File: config.mk
export PLATFORM = sky130hd
export DESIGN_NAME = cgp_eval_ctrl
export DESIGN_NICKNAME = d
export VERILOG_FILES = /design/src/rtl/cgp_eval_pkg.sv /design/src/rtl/cgp_popcount.sv /design/src/rtl/cgp_eval_ctrl.sv
export SDC_FILE = /design/constraint.sdc
export NUM_CORES = 1
export LEC_CHECK = 0
export ABC_AREA = 1
export CORE_AREA = 2 2 105 127
export DETAILED_ROUTE_END_ITERATION = 6
export DIE_AREA = 0 0 107 129
export GPL_ROUTABILITY_DRIVEN = 0
export GPL_TIMING_DRIVEN = 0
export MAX_ROUTING_LAYER = met4
export PLACE_DENSITY = 0.69
export SETUP_SLACK_MARGIN = 0.3
export SLEW_MARGIN = 20
export SYNTH_ARGS = -nofsm -noshare
export SYNTH_HDL_FRONTEND = slang
export SYNTH_HIERARCHICAL = 1
export SYNTH_SLANG_ARGS = --single-unit
File: constraint.sdc
create_clock -name clk -period 5.75 [get_ports clk]
set_input_delay 0.575 -clock clk [delete_from_list [all_inputs] [get_ports clk]]
set_output_delay 0.575 -clock clk [all_outputs]
set_load 0.1 [all_outputs]
File: src/rtl/cgp_eval_pkg.sv
// cgp_eval_pkg: shared state type, default geometry and helpers for the CGP grid evaluator
package cgp_eval_pkg;
   localparam int N_IN_D  = 4;
   localparam int N_OUT_D = 4;
   localparam int TT_MAX  = 1024;
   localparam int OUT_MAX = 32;
   typedef enum logic [1:0] {IDLE, SETTLE, SAMPLE, DONE} state_t;
   function automatic int n_pat(input int n_in);
      return 1 << n_in;
   endfunction
   function automatic int fit_w(input int n_in, input int n_out);
      return $clog2(n_pat(n_in) * n_out + 1);
   endfunction
   function automatic logic [OUT_MAX-1:0] tgt_slice(input logic [TT_MAX-1:0] tt, input int p, input int n_out);
      return OUT_MAX'(tt >> (p * n_out));
   endfunction
endpackage

File: src/rtl/cgp_popcount.sv
// cgp_popcount: combinational count of set bits in a vector
module cgp_popcount #(
   parameter int W  = 4,
   parameter int CW = $clog2(W + 1)
) (
   input  logic [W-1:0]  vec,
   output logic [CW-1:0] cnt
);
   // ripple-add every bit of the vector
   always_comb begin
      cnt = '0;
      for (int i = 0; i < W; i++) cnt = cnt + CW'(vec[i]);
   end
endmodule

File: src/rtl/cgp_eval_ctrl.sv
// cgp_eval_ctrl: sweeps all input patterns through a CGP grid and scores it against a target truth table; CGP_EVAL_EARLY_EXIT_EN adds a mismatch threshold that ends the sweep early
module cgp_eval_ctrl
   import cgp_eval_pkg::*;
#(
   parameter int N_IN          = N_IN_D,
   parameter int N_OUT         = N_OUT_D,
   parameter int SETTLE_CYCLES = 2,
   parameter int FIT_W         = fit_w(N_IN, N_OUT),
   localparam int N_PAT        = n_pat(N_IN)
) (
   input  logic                   clk,
   input  logic                   rst_n,
   input  logic                   start,
   input  logic [N_OUT*N_PAT-1:0] target_tt,
`ifdef CGP_EVAL_EARLY_EXIT_EN
   input  logic [FIT_W-1:0]       abort_thresh,
   output logic                   early_exit,
`endif
   output logic [N_IN-1:0]        cgp_in,
   input  logic [N_OUT-1:0]       cgp_out,
   output logic                   busy,
   output logic                   done,
   output logic [FIT_W-1:0]       fitness,
   output logic [N_PAT-1:0]       mismatch_vec
);
   localparam logic [7:0] SCNT_INIT = 8'(SETTLE_CYCLES - 1);
   state_t                 state;
   logic [N_OUT*N_PAT-1:0] tt_q;
   logic [N_IN-1:0]        pat;
   logic [7:0]             scnt;
   logic [FIT_W-1:0]       acc, acc_nx;
   logic [N_OUT-1:0]       diff;
   logic [$clog2(N_OUT+1)-1:0] pop;
   logic                   last, stop;
`ifdef CGP_EVAL_EARLY_EXIT_EN
   logic [FIT_W-1:0]       thr_q;
`endif

   cgp_popcount #(.W(N_OUT)) u_pop (.vec(diff), .cnt(pop));

   // compare settled grid outputs with the latched target row and decide whether the sweep ends here
   always_comb begin
      diff   = cgp_out ^ N_OUT'(tgt_slice(TT_MAX'(tt_q), int'(pat), N_OUT));
      acc_nx = acc + FIT_W'(pop);
      last   = &pat;
`ifdef CGP_EVAL_EARLY_EXIT_EN
      stop   = last | (acc_nx > thr_q);
`else
      stop   = last;
`endif
   end

   // sequencer: latch job, hold each pattern for the settle window, sample, publish result
   always_ff @(posedge clk or negedge rst_n) begin
      if (!rst_n) begin
         state        <= IDLE;
         tt_q         <= '0;
         pat          <= '0;
         scnt         <= '0;
         acc          <= '0;
         cgp_in       <= '0;
         busy         <= 1'b0;
         done         <= 1'b0;
         fitness      <= '0;
         mismatch_vec <= '0;
`ifdef CGP_EVAL_EARLY_EXIT_EN
         thr_q        <= '0;
         early_exit   <= 1'b0;
`endif
      end else begin
         done <= 1'b0;
         case (state)
            IDLE: if (start) begin
               tt_q         <= target_tt;
               pat          <= '0;
               cgp_in       <= '0;
               acc          <= '0;
               mismatch_vec <= '0;
               scnt         <= SCNT_INIT;
               busy         <= 1'b1;
               state        <= SETTLE;
`ifdef CGP_EVAL_EARLY_EXIT_EN
               thr_q        <= abort_thresh;
               early_exit   <= 1'b0;
`endif
            end
            SETTLE: if (scnt == 8'd0) state <= SAMPLE; else scnt <= scnt - 8'd1;
            SAMPLE: begin
               acc               <= acc_nx;
               mismatch_vec[pat] <= |diff;
               if (stop) begin
                  state   <= DONE;
                  fitness <= acc_nx;
                  done    <= 1'b1;
`ifdef CGP_EVAL_EARLY_EXIT_EN
                  early_exit <= ~last;
`endif
               end else begin
                  pat    <= pat + N_IN'(1);
                  cgp_in <= pat + N_IN'(1);
                  scnt   <= SCNT_INIT;
                  state  <= SETTLE;
               end
            end
            DONE: begin
               busy  <= 1'b0;
               state <= IDLE;
            end
            default: state <= IDLE;
         endcase
      end
   end
endmodule

==> impl_metrics.toml, run 1 <==
[run_status]
status = "finished, final reports clean"

[detailed_routing]
routed_wl_mm = 13.8
avgViaCountPerCell = 4.89
wl_per_cell_microns = 14.0
drcViolationCount = 0
drtIter0Drc = 241
vias = 4824
ant_nets = 0
drtPass1Iterations = 5

[critical_path]
critPathMaxFanout = 10
r2r_end = "fitness[6]"
crit_path_end = "fitness[6]"
path_cells = "buf_6 -> inv_6 -> buf_6 -> nand2_1 -> nand3_1 -> nand2_1 -> nand2_1 -> nand2_1 -> nor2_1 -> nand2_1 -> nand2_1 -> inv_1 -> fa_1 -> inv_1 -> ha_1 -> ha_1 -> fa_1 -> nand2_1 -> a21oi_1 -> nand3_1 -> xnor2_1 -> inv_1 -> o21ai_0"
critPathArrivalTime_ns = 4.01
startpoint = "pat[0]"
r2r_cells = 23
reg2reg_from = "pat[0]"
critPathRequiredTime_ns = 6.01
reg2reg_setup_slack_ns = 2.00
start_kind = "register"
cpMaxStageDelayCell = "fa_1"
crit_buf_inv = 6
cp_top_family = "adder cells"
critPathKind = "reg2reg"
cpPeakStageDelay_ns = 0.53
crit_path_frequent_cell = "nand2_1"
cp_num_cells = 23
end_kind = "register"

[sta]
rsz0062_at_grt = "no"
timing.fmax_mhz = 267
finalCriticalPeriod_ns = 3.75
hold_viol_final = 0
slew_headroom = 0.343
slew_viol_final = 0
holdWs_ns = 0.170
skew_ns = 0.00832
worst_pin_slew_ns = 0.982
finalCritPeriodShare = 0.652
setup-violations-final = 0

[clocking]
clk_pin_slew_ns = 0.07
ctsHtreeMaxLevel = 3
cts-root-buf = "clkbuf_16"
cts_buffers = 9
post_cts_resized = 0
clockBufferDepth = 2
hold_buffers = 0
cts_tree = "yes"
clock_latency_ns = 0.35
cts.sinks = 110
post-cts-setup-buffers = 0

[power]
pwr-share-clk = 0.208
p_leak_nw = 3.50
swShare = 0.402
intPower_mw = 1.93
vdd_drop_max_v = 0.000217
power.density_nw_per_um2 = 453
combPwrFrac = 0.435
p_switching_mw = 1.29
fin_total_pwr_mw = 3.22
seqPwrFrac = 0.357

[synthesis]
synth_cells = 707
ys_ff_latch = 110
synth_seq_area_share = 0.495
synth.distinct_cells = 34
synth_area_sq_um = 5560
synth_warnings = 6
syn_nets = 791
avgSynthCellArea_sq_um = 7.86

[floorplanning]
ios = 100
start_util = 0.443
die_w_microns = 107
fp.dieH_microns = 129
dieArea_sq_um = 13800
rows = 45
coreArea_sq_um = 12600

[global_route]
antenna_found_initial = 0
grt_max_degree = 57
grt_pass1_wl_mm = 22.8
grt-ovfl-total = 0
grt_usage = 0.215
grt_pass1_vias = 4831

[placement]
dp_hpwl_mm = 10.4
portBuffers = 99

[layout]
fin_nets = 902
ff_latch_area_sq_um = 2750
diodes = 0
area_growth_pct = 27.7
nFillCells = 1149
multi_input_area_sq_um = 2270
drive_above_1_share = 0.0620

[run]
drv_cap = 0

[hold_path]
hold_path_class = "in2async"
==> worst min path at each step <==
stage	endpoint	cells past startpoint	slack (ns)	startpoint
after floorplan	acc[0]	0	0.28	rst_n
after global placement	busy	2	0.47	busy
after detailed placement	fitness[2]	2	0.47	fitness[2]
after CTS	mismatch_vec[13]	1	0.20	rst_n
after global routing	mismatch_vec[4]	1	0.22	rst_n
final	mismatch_vec[13]	1	0.17	rst_n
==> worst reg2reg max path, stage by stage (launching register included) <==
cell	delay (ns)
dfrtp_1	0.45
buf_6	0.19
inv_6	0.08
buf_6	0.14
nand2_1	0.06
nand3_1	0.07
nand2_1	0.07
nand2_1	0.07
nand2_1	0.09
nor2_1	0.11
nand2_1	0.06
nand2_1	0.13
inv_1	0.08
fa_1	0.53
inv_1	0.04
ha_1	0.17
ha_1	0.31
fa_1	0.43
nand2_1	0.09
a21oi_1	0.09
nand3_1	0.10
xnor2_1	0.11
inv_1	0.06
o21ai_0	0.14
==> routing by layer <==
layer	vias up	track usage	wire length [microns]
li1	2422	-	-
met1	2266	0.265	6110
met2	120	0.370	6860
met3	16	0.0299	634
met4	0	0.0604	210
met5	-	-	0
==> sequential cells by signal (all words and copies together) (netlist names) <==
signal	flops
busy	1
pat	4
tt_q	64
done	1
mismatch_vec	16
acc	7
fitness	7
state	2
scnt	8
==> synthesized netlist by cell type <==
library cell	n	area share
o211ai_1	15	0.020
nor2_1	43	0.029
a22o_1	2	0.0032
clkinv_1	2	0.0014
nor2_4	1	0.0020
inv_6	1	0.0016
clkbuf_1	15	0.010
buf_1	1	0.00067
dfrtp_1	110	0.50
o21ai_0	74	0.067
nand2_4	2	0.0041
ha_1	11	0.025
o22ai_1	3	0.0034
nor3b_2	1	0.0022
o21bai_1	3	0.0041
buf_2	1	0.00090
nand2_1	245	0.17
a21oi_1	5	0.0045
nor2_2	3	0.0034
o31ai_1	1	0.0014
nand4_1	2	0.0022
inv_2	4	0.0027
nand3_2	1	0.0018
xor2_1	5	0.0079
inv_1	88	0.059
xnor2_1	2	0.0032
o21ai_1	3	0.0027
nand2_2	11	0.012
buf_6	10	0.020
nand3_1	34	0.031
a31oi_1	1	0.0011
fa_1	2	0.0072
nor3_1	4	0.0036
and3_1	1	0.0011
==> layout by cell type, fill, tap and decap left out, drive strengths merged <==
| master | netlist | layout |
|---|---|---|
| inv | 93 | 93 |
| a22o | 2 | 2 |
| nand4 | 2 | 2 |
| a21oi | 5 | 5 |
| nor2 | 47 | 47 |
| fa | 2 | 2 |
| clkbuf | 15 | 27 |
| o31ai | 1 | 1 |
| o22ai | 3 | 3 |
| xnor2 | 2 | 2 |
| nor3 | 4 | 4 |
| clkinv | 2 | 4 |
| o21ai | 77 | 77 |
| o211ai | 15 | 15 |
| nor3b | 1 | 1 |
| buf | 12 | 14 |
| a31oi | 1 | 1 |
| xor2 | 5 | 5 |
| bufinv | 0 | 2 |
| ha | 11 | 11 |
| dfrtp | 110 | 110 |
| nand2 | 258 | 258 |
| clkdlybuf4s50 | 0 | 98 |
| and3 | 1 | 1 |
| nand3 | 35 | 35 |
| o21bai | 3 | 3 |
==> stage by stage <==
stage / util / setup WS (ns) / instances / instance area, sq um / setup TNS, ns
after global routing: 0.566 / 1.66 / 987 / 7100 / 0
after CTS: 0.566 / 2.00 / 987 / 7100 / 0
after floorplan: - / 1.78 / 707 / 5560 / 0
after global placement: 0.538 / -0.0574 / 970 / 6760 / -5.56
final: 0.566 / 2.00 / 987 / 7100 / 0
after detailed placement: 0.540 / 2.00 / 971 / 6790 / 0
==> kinds of logic after synthesis <==
| kind of cell | Yosys count | share of synthesized area |
|---|---|---|
| buffers and inverters | 122 | 0.0970 |
| and+or+nand+nor | 348 | 0.258 |
| DFF | 110 | 0.495 |
| AOI/OAI and AO/OA | 107 | 0.107 |
| xor gates and xnor gates | 7 | 0.0110 |
| adders and majority gates | 13 | 0.0320 |
==> area by class of cell <==
cell class              instances  area share
repair buffers                100       0.144
flip-flops and latches        110       0.388
multi-input cells             475       0.319
clock buffers                  12      0.0347
clock inverters                 4     0.00987
inverters                      95      0.0509
plain buffers                  27      0.0250
well taps                     164      0.0289
==> power groups by stage <==
stage,Combinational (mW),Clock (mW),Sequential (mW)
floorplan,0.935,0,1.23
global placement,1.35,0,1.16
CTS,1.41,0.675,1.15
detailed placement,1.40,0,1.16
finish,1.40,0.668,1.15
global route,1.60,0.706,1.18
Note: power is estimated with default switching activity, not from simulation.
==> inputs of run 2 (changes only) <==
Clock period 5.75 ns to 3.5 ns, I/O delays scaled along.
==> run 2 against run 1 <==
Net effect: hold slack gained 0.31 ns; via count grew 3.1%; global-route usage grew 0.76 points; cell count grew 2.2%; first-iteration DRC count shrank 17%; sequential share of layout area shrank 1.8 points; clock power grew 56%; die area is the same; core utilization grew 3.0 points; power grew 78%; highest routed layer unchanged.
==> impl_metrics.toml, run 2 (same netlist as run 1, synthesis figures left out) <==
[run_status]
status = "finished, final reports clean"

[critical_path]
crit_path_frequent_cell = "nand3_2"
critPathMaxFanout = 10
critPathKind = "reg2reg"
start_kind = "register"
crit_buf_inv = 7
end_kind = "register"
reg2reg_setup_slack_ns = 0.00006
cpPeakStageDelay_ns = 0.49
r2r_cells = 22
cpMaxStageDelayCell = "dfrtp_4"
reg2reg_from = "pat[1]"
cp_top_family = "adder cells"
r2r_end = "acc[5]"
critPathArrivalTime_ns = 3.76
critPathRequiredTime_ns = 3.76
path_cells = "buf_8 -> inv_6 -> bufbuf_16 -> nand3_2 -> nand2_1 -> nand2_1 -> nand2_1 -> o21bai_1 -> nand2_2 -> inv_2 -> fa_1 -> inv_2 -> ha_4 -> ha_4 -> buf_4 -> ha_4 -> nand3_2 -> nand3_2 -> nand3_2 -> xor2_1 -> inv_1 -> o22ai_1"

[detailed_routing]
ant_nets = 0
routed_wl_mm = 14.2
drcViolationCount = 0
drtPass1Iterations = 4
vias = 4972
drtIter0Drc = 200
avgViaCountPerCell = 4.93
wl_per_cell_microns = 14.1

[sta]
layout_setup_ws_ns = 0.0000586
skew_ns = 0.00886
finalCriticalPeriod_ns = 3.50
worst_pin_slew_ns = 0.984
hold_viol_final = 0
finalCritPeriodShare = 1.00
holdWs_ns = 0.484
rsz0062_at_grt = "yes"
setup-violations-final = 0
timing.fmax_mhz = 286
slew_headroom = 0.342
slew_viol_final = 0

[clocking]
cts_buffers = 9
cts-root-buf = "clkbuf_16"
clock_latency_ns = 0.35
clockBufferDepth = 2
cts.sinks = 110
ctsHtreeMaxLevel = 3
clk_pin_slew_ns = 0.07
cts_tree = "yes"

[global_route]
grt-ovfl-total = 0
grt_max_degree = 59
grt_pass1_vias = 4958
antenna_found_initial = 0
grt_usage = 0.222
grt_pass1_wl_mm = 23.3

[floorplanning]
fp.dieH_microns = 129
dieArea_sq_um = 13800
coreArea_sq_um = 12600
die_w_microns = 107
rows = 45
start_util = 0.443
ios = 100

[layout]
largest_reg_flops = 64
regMostFlops = "tt_q"
most-common-layout-cells = "235 x nand2_1, 106 x dfrtp_1, 98 x clkdlybuf4s50_1"
diodes = 0
drive_above_1_share = 0.125
final_common_cell = "nand2_1"
fin_nets = 924
reg_top3 = "tt_q: 64 flops, mismatch_vec: 16 flops, scnt: 8 flops"
area_growth_pct = 34.5

[placement]
dp_hpwl_mm = 10.1
portBuffers = 99
post-place-ws_ns = -0.0437

[run]
drv_cap = 0

[hold_path]
whs_endpoint = "tt_q[25]"
hold_start = "tt_q[25]"
hold_path_class = "reg2reg"
hold_depth = 2

[power]
p_leak_nw = 3.63
vdd_drop_max_v = 0.000299
power.density_nw_per_um2 = 764
==> run 2: final cells by class <==
class	count	area, sq um
fillers	1081	5080
clock buffers	13	260
well taps	164	205
multi-input cells	475	2410
inverters	95	374
repair buffers	122	1220
clock inverters	3	42.5
flip-flops and latches	110	2760
plain buffers	27	208
==> run 2: worst register-to-register path, cell delays in order, from the launching register on <==
cell and delay, ns:
dfrtp_4 0.49, buf_8 0.16, inv_6 0.10, bufbuf_16 0.27, nand3_2 0.07, nand2_1 0.07
nand2_1 0.05, nand2_1 0.12, o21bai_1 0.08, nand2_2 0.09, inv_2 0.04, fa_1 0.48
inv_2 0.05, ha_4 0.15, ha_4 0.24, buf_4 0.14, ha_4 0.25, nand3_2 0.06
nand3_2 0.09, nand3_2 0.07, xor2_1 0.15, inv_1 0.08, o22ai_1 0.13
==> run 2: repair_timing <==
| action | in CTS | in global routing |
|---|---|---|
| cloned | 1 | 0 |
| endpoints found under the hold margin | 52 | 0 |
| pin swaps | 12 | 10 |
| buffers inserted | 17 | 3 |
| setup endpoints to repair | 12 | 12 |
| resized for setup | 27 | 5 |
| hold buffers | 1 | 0 |
==> run 2: per-layer routing <==
layer  GRT usage  wire length (microns)
met1       0.275                   6220
met2       0.382                   7140
met3      0.0218                    635
met4      0.0772                    249
met5           -                      0
==> run 2: worst max path at each step <==
| stage | from | end | slack (ns) | cells past startpoint |
|---|---|---|---|---|
| after global placement | rst_n | pat[1] | -2.69 | 1 |
| final | pat[1] | acc[5] | 0.00006 | 22 |
| after floorplan | pat[0] | acc[6] | 0.11 | 23 |
| after detailed placement | pat[1] | acc[6] | -0.04 | 21 |
| after CTS | pat[0] | acc[6] | 0.06 | 24 |
| after global routing | pat[0] | acc[4] | -0.17 | 24 |
==> run 2: stage by stage <==
stage                      util  power, mW  cells  TNS (ns)  cell area [sq um]
final                     0.596       5.72   1009         0               7480
after global routing      0.596       6.17   1009     -1.04               7480
after CTS                 0.592       5.67   1006         0               7440
after detailed placement  0.548       4.39    971   -0.0766               6880
after global placement    0.546       4.31    970   -217.14               6850
after floorplan               -       3.73    707         0               5660
==> run 2: power by group <==
group | total, mW | switching, mW | internal, mW | leakage (nW)
Combinational | 2.79 | 1.66 | 1.12 | 2.08
Sequential | 1.89 | 0.178 | 1.71 | 1.39
Clock | 1.04 | 0.446 | 0.594 | 0.146
